[src/rtl/imc_pkg.sv]
// rtl/imc_pkg.sv - shared types, default parameters and helpers for the in-memory-compute engine
//
// Purpose : FSM state encoding, default geometry constants and the result-width
//           helper used by imc_engine and its testbench.
// Ports   : none (package).
package imc_pkg;

  typedef enum logic [1:0] {
    S_IDLE = 2'd0,
    S_MAC  = 2'd1,
    S_OUT  = 2'd2,
    S_DONE = 2'd3
  } imc_state_t;

  localparam int IMC_DEF_DW    = 4;
  localparam int IMC_DEF_N     = 16;
  localparam int IMC_DEF_BANKS = 4;
  localparam int IMC_DEF_LANES = 4;

  // Wide enough for N full-scale products (signed or unsigned) without overflow.
  function automatic int imc_res_width(input int dw, input int n);
    return 2 * dw + $clog2(n);
  endfunction

endpackage

[src/rtl/imc_mac_lane.sv]
// rtl/imc_mac_lane.sv - LANES parallel multipliers feeding one adder tree (combinational)
//
// Purpose : Produces the partial dot product of one LANES-wide chunk.
//           Build option IMC_SIGNED_EN: operands are two's-complement and the
//           sum is sign-extended; otherwise everything is unsigned.
// Ports   : i_x_vec [LANES*DW]  x elements of the chunk, lane l at [l*DW +: DW]
//           i_w_vec [LANES*DW]  weight elements of the chunk, same packing
//           o_sum   [RW]        sum of the LANES products, extended to RW bits
module imc_mac_lane #(
  parameter int DW    = 4,
  parameter int LANES = 4,
  parameter int RW    = 12
) (
  input  logic [LANES*DW-1:0] i_x_vec,
  input  logic [LANES*DW-1:0] i_w_vec,
  output logic [RW-1:0]       o_sum
);

  logic [DW-1:0] w_a;
  logic [DW-1:0] w_b;
`ifdef IMC_SIGNED_EN
  logic signed [2*DW-1:0] w_prod;
`else
  logic [2*DW-1:0] w_prod;
`endif

  always_comb begin
    o_sum  = '0;
    w_a    = '0;
    w_b    = '0;
    w_prod = '0;
    for (int l = 0; l < LANES; l++) begin
      w_a = i_x_vec[l*DW +: DW];
      w_b = i_w_vec[l*DW +: DW];
`ifdef IMC_SIGNED_EN
      // Operands widened by hand so the product is exact at 2*DW bits; the
      // signed declaration of w_prod makes the RW cast sign-extend.
      w_prod = $signed({{DW{w_a[DW-1]}}, w_a}) * $signed({{DW{w_b[DW-1]}}, w_b});
`else
      w_prod = {{DW{1'b0}}, w_a} * {{DW{1'b0}}, w_b};
`endif
      o_sum = o_sum + RW'(w_prod);
    end
  end

endmodule

[src/rtl/imc_engine.sv]
// rtl/imc_engine.sv - register-file dot-product engine: one x vector against BANKS weight banks
//
// Purpose : Holds an x vector and BANKS weight vectors (N elements of DW bits),
//           and on start streams out x.w[b] for b = 0..BANKS-1 with a
//           valid/ready handshake, then pulses done.
//           Build option IMC_SIGNED_EN selects two's-complement arithmetic.
// Ports   : clk, rst (async, active-high)
//           wr_valid/wr_ready/wr_sel/wr_data  vector write (sel 0 = x, k = bank k-1)
//           start                             compute request, honoured in IDLE only
//           busy                              high outside IDLE
//           res_valid/res_ready/res_data/res_bank  per-bank result handshake
//           done                              one-cycle pulse after the last result
module imc_engine
  import imc_pkg::*;
#(
  parameter int DW    = IMC_DEF_DW,
  parameter int N     = IMC_DEF_N,
  parameter int BANKS = IMC_DEF_BANKS,
  parameter int LANES = IMC_DEF_LANES
) (
  input  logic                         clk,
  input  logic                         rst,
  input  logic                         wr_valid,
  output logic                         wr_ready,
  input  logic [$clog2(BANKS+1)-1:0]   wr_sel,
  input  logic [N*DW-1:0]              wr_data,
  input  logic                         start,
  output logic                         busy,
  output logic                         res_valid,
  input  logic                         res_ready,
  output logic [2*DW+$clog2(N)-1:0]    res_data,
  output logic [$clog2(BANKS)-1:0]     res_bank,
  output logic                         done
);

  localparam int RW     = imc_res_width(DW, N);
  localparam int CHUNKS = N / LANES;
  localparam int CW     = (CHUNKS > 1) ? $clog2(CHUNKS) : 1;
  localparam int BW     = $clog2(BANKS);
  localparam int SW     = $clog2(BANKS + 1);

  imc_state_t r_state;
  imc_state_t w_next;

  logic [N*DW-1:0] r_x;
  logic [N*DW-1:0] r_w [BANKS];
  logic [CW-1:0]   r_chunk;
  logic [BW-1:0]   r_bank;
  logic [RW-1:0]   r_acc;

  logic                w_wr_fire;
  logic                w_last_chunk;
  logic                w_last_bank;
  logic [LANES*DW-1:0] w_x_chunk;
  logic [LANES*DW-1:0] w_w_chunk;
  logic [RW-1:0]       w_lane_sum;

  assign w_wr_fire    = wr_valid && wr_ready;
  assign w_last_chunk = (r_chunk == CW'(CHUNKS - 1));
  assign w_last_bank  = (r_bank == BW'(BANKS - 1));

  assign w_x_chunk = r_x[32'(r_chunk) * (LANES*DW) +: LANES*DW];
  assign w_w_chunk = r_w[r_bank][32'(r_chunk) * (LANES*DW) +: LANES*DW];

  imc_mac_lane #(
    .DW    (DW),
    .LANES (LANES),
    .RW    (RW)
  ) u_mac_lane (
    .i_x_vec (w_x_chunk),
    .i_w_vec (w_w_chunk),
    .o_sum   (w_lane_sum)
  );

  always_ff @(posedge clk or posedge rst) begin
    if (rst) begin
      r_state <= S_IDLE;
    end else begin
      r_state <= w_next;
    end
  end

  always_comb begin
    w_next    = r_state;
    wr_ready  = 1'b0;
    busy      = 1'b1;
    res_valid = 1'b0;
    done      = 1'b0;
    case (r_state)
      S_IDLE: begin
        wr_ready = 1'b1;
        busy     = 1'b0;
        if (start) w_next = S_MAC;
      end
      S_MAC: begin
        if (w_last_chunk) w_next = S_OUT;
      end
      S_OUT: begin
        res_valid = 1'b1;
        if (res_ready) w_next = w_last_bank ? S_DONE : S_MAC;
      end
      S_DONE: begin
        done   = 1'b1;
        w_next = S_IDLE;
      end
      default: w_next = S_IDLE;
    endcase
  end

  // Writes are only possible in IDLE (wr_ready), so storage is frozen while
  // busy; a write coinciding with start lands before the first MAC cycle.
  always_ff @(posedge clk or posedge rst) begin
    if (rst) begin
      r_x     <= '0;
      for (int b = 0; b < BANKS; b++) r_w[b] <= '0;
      r_chunk <= '0;
      r_bank  <= '0;
      r_acc   <= '0;
    end else begin
      if (w_wr_fire) begin
        if (wr_sel == '0) r_x <= wr_data;
        // Selects above BANKS match no bank and are dropped.
        for (int b = 0; b < BANKS; b++) begin
          if (wr_sel == SW'(b + 1)) r_w[b] <= wr_data;
        end
      end
      case (r_state)
        S_IDLE: begin
          if (start) begin
            r_chunk <= '0;
            r_bank  <= '0;
          end
        end
        S_MAC: begin
          // First chunk of a bank overwrites instead of accumulating.
          r_acc   <= (r_chunk == '0) ? w_lane_sum : r_acc + w_lane_sum;
          r_chunk <= w_last_chunk ? '0 : r_chunk + 1'b1;
        end
        S_OUT: begin
          if (res_ready) r_bank <= w_last_bank ? '0 : r_bank + 1'b1;
        end
        default: ;
      endcase
    end
  end

  assign res_data = r_acc;
  assign res_bank = r_bank;

endmodule

[config.mk]
export PLATFORM = sky130hd
export DESIGN_NAME = imc_engine
export DESIGN_NICKNAME = d
export VERILOG_FILES = /design/src/rtl/imc_pkg.sv /design/src/rtl/imc_mac_lane.sv /design/src/rtl/imc_engine.sv
export SDC_FILE = /design/constraint.sdc
export NUM_CORES = 1
export LEC_CHECK = 0
export BUFFER_PORTS_ARGS = -buffer_cell sky130_fd_sc_hd__buf_2
export CAP_MARGIN = 10
export CORE_ASPECT_RATIO = 1.2
export CORE_MARGIN = 2
export CORE_UTILIZATION = 43
export DETAILED_ROUTE_END_ITERATION = 8
export SLEW_MARGIN = 10
export SYNTH_ARGS = -nofsm -noshare
export SYNTH_HDL_FRONTEND = slang
export SYNTH_SLANG_ARGS = --single-unit
[constraint.sdc]
create_clock -name clk -period 30.6 [get_ports clk]
set_input_delay 6.12 -clock clk [delete_from_list [all_inputs] [get_ports clk]]
set_output_delay 6.12 -clock clk [all_outputs]
set_load 0.02 [all_outputs]
==> impl_results.md <==
* Status: complete, no violations
* Buffers plus inverters on the worst setup path at 7
* Fin. Hold Viols at 0
* Global routing's busiest layer: met2
* Tmin final at 10.65 ns
* Vias at 10.24k
* Met2 Resource Use GR at 0.3568
* GRT overflow at 0
* GRT Util Overall at 0.1991
* GP Congestion at 0.8851
* Ys async rst share at 1.000
* Sink Count at 338
* Met3 GRT Util at 0.02775
* CTS clk-pin slew, worst paths at 0.06 ns
* Worst slew pin tran at 1.118 ns
* Unrepaired setup endpoints after global routing: no
* Register area share after synthesis at 0.4749
* Syn nets at 1397
* Max-slew violations at 0
* H-tree depth at 2
* Drt initial violations at 537
* Fin Hold WS at 0.4947 ns
* Hold WC Path Type: reg -> reg
* Via density at 5.469
* Sum Neg Setup Slack at 0 ns
* Global-route wire length before repair at 64.64 mm
* Layout area overhead at 12.57%
* Drt wl/cell at 22.07 um
* Total setup buffers inserted after CTS at 0
* PostCTS Resize Cnt at 0
* Clock latency on the worst-skew pair at 0.54 ns
* Leading area contributor after synthesis: dfrtp_1
* Max stage delay on crit path at 0.80 ns
* Max Fclk at 93.88 MHz
* Max Cap Violations at 0
* Crit-path leading delay family: adder cells
* Largest cells by area after synthesis: dfrtp_1 (47%), mux2_2 (20%), mux4_2 (11%)
* Syn Area/Cell at 14.59 um2
* Slowest CP cell: buf_4
* Most used cell, CP: fa_1
* Post-route ant nets at 0
* Fraction of layout cells with a size suffix above 1 at 0.4348
* Largest net degree at the start of global routing at 135
* Worst Path Max Fanout at 43
* Ys Warns at 0
* Critical setup path kind: reg -> reg
* Die width at 189.8 um
* Clk_skew at 0.02262 ns
* Area of the multi-input gates at 8753 um2
* Nets@finish at 1476
* Synthesized cell area at 17810 um2
* Core box area at 40840 um2
* Top cell types by occurrence after synthesis: dfrtp_1 (338), mux2_2 (320), mux4_2 (89)
* Routed wire length at 41.32 mm
* Initial Utilization at 0.4361
* Worst slew margin at 0.2549
* Crit start category: register
* Cell variety after synth at 41
* Share of the synthesized area in the top cell type at 0.4749
* Fill cells at 3552
* DRC Markers at 0
* DP Wirelength at 27.60 mm
* Post-synth EDFFs at 0
* # setup viols final at 0
* Yosys reg bits at 338
* Main synth FF type: dfrtp_1
* Full die area at 43070 um2
* TritonCTS clock tree: done
* # port buffers at 89
* Grt met1 use at 0.2509
* Cells after Synth at 1221
* I/O pins at 90
* Clock Tree Buf Depth at 3
* Initial antenna violation count at 11
* Most frequent cell after synthesis: dfrtp_1
* FF/Latch Area at 8467 um2
* Period utilization at 0.3481
* Worst setup EP type: register
* Flop2flop setup slack at 19.95 ns
* Hold_buf cts at 0
* Row count at 81
* Die height at 226.9 um
* First drt pass iteration count at 4
* CTS root buffer: clkbuf_16
* Vias in the first global route at 10.86k
* Req. time, crit path at 31.02 ns
* Critical path arrival at 11.08 ns
* Num CTS Buffers at 37
==> layout make-up <==
cell class,count,area share
antenna,6,0.0007489
clock buffer,50,0.05374
clock inverter,16,0.01067
inverter,83,0.01591
multi-input combinational,740,0.4366
sequential,338,0.4223
tap,539,0.03364
timing repair buffer,100,0.02634
==> final timing paths <==
path | from | endpoint | cells past startpoint
min in group asynchronous | rst | r_w[186] | 2
setup reg to reg | res_bank[0] | res_data[10] | 31
max in group asynchronous | rst | r_w[18] | 4
hold / removal | r_w[138] | r_w[138] | 1
hold reg to reg | r_w[138] | r_w[138] | 1
setup / recovery | res_bank[0] | res_data[10] | 31
==> through the flow <==
stage / area, um2 / worst slack [ns] / utilization / instances
3_3_place_gp: 18740 / 19.98 / 0.4589 / 1800
3_5_place_dp: 18740 / 19.87 / 0.4589 / 1800
2_1_floorplan: 17810 / 15.11 / - / 1221
5_1_grt: 20040 / 19.31 / 0.4906 / 1868
4_1_cts: 20030 / 19.86 / 0.4905 / 1866
6_report: 20050 / 19.95 / 0.4909 / 1872
==> cells in the final DEF (no fill, tap or decap), types with 4 or more instances in the layout <==
cell type and instances:
a21oi_1 18, buf_2 89, o21ai_0 20, clkbuf_16 39, o31ai_1 4, o21bai_1 4, bufinv_16 5, nand2_1 33
clkbuf_8 6, mux2i_1 6, mux2_2 320, dfrtp_1 335, a31oi_1 4, mux4_1 7, a21o_1 4, diode_2 6
clkbuf_1 5, nand3b_1 4, clkinv_2 8, and2_1 53, nor2_1 17, fa_1 44, inv_1 81, ha_1 60
nand2b_1 8, nor2b_1 4, xnor2_1 15, buf_4 11, mux4_2 89
==> layer usage <==
layer  wire (um)  vias up
met3        1342       67
met4        1086        4
met5          33        -
met2       21790      178
li1            -     4569
met1       17060     5420
==> flip-flops by register name, indices dropped and copies added (netlist names) <==
| name | flops |
|---|---|
| r_chunk | 2 |
| res_data | 12 |
| r_x | 64 |
| r_w | 256 |
| res_bank | 2 |
| r_state | 2 |
==> logic make-up (layout without fill, tap and decap cells) <==
logic type                 after synthesis  count (layout)  share of synthesized area
AOI/OAI and AO/OA                       68              68                    0.02368
xor gates and xnor gates                17              17                   0.008361
adders and majority gates              104             104                    0.09161
buffers and inverters                  143             249                    0.03471
DFF                                    338             338                     0.4749
muxes                                  422             422                     0.3286
other                                    0               6                          0
and+or+nand+nor                        129             129                    0.03815
==> worst reg2reg max path: cells and delay by family, from the launching register on <==
kind                       cells  cell delay, ns
and+or+nand+nor                3            0.34
muxes                          2            1.18
xor gates and xnor gates       2            0.34
AOI/OAI and AO/OA              6            1.36
buffers and inverters          7            1.16
adders and majority gates     11            5.38
DFF                            1            0.78
Power is not shown: default switching activity piles up to over one toggle a cycle in this logic, so the estimate is an artifact.
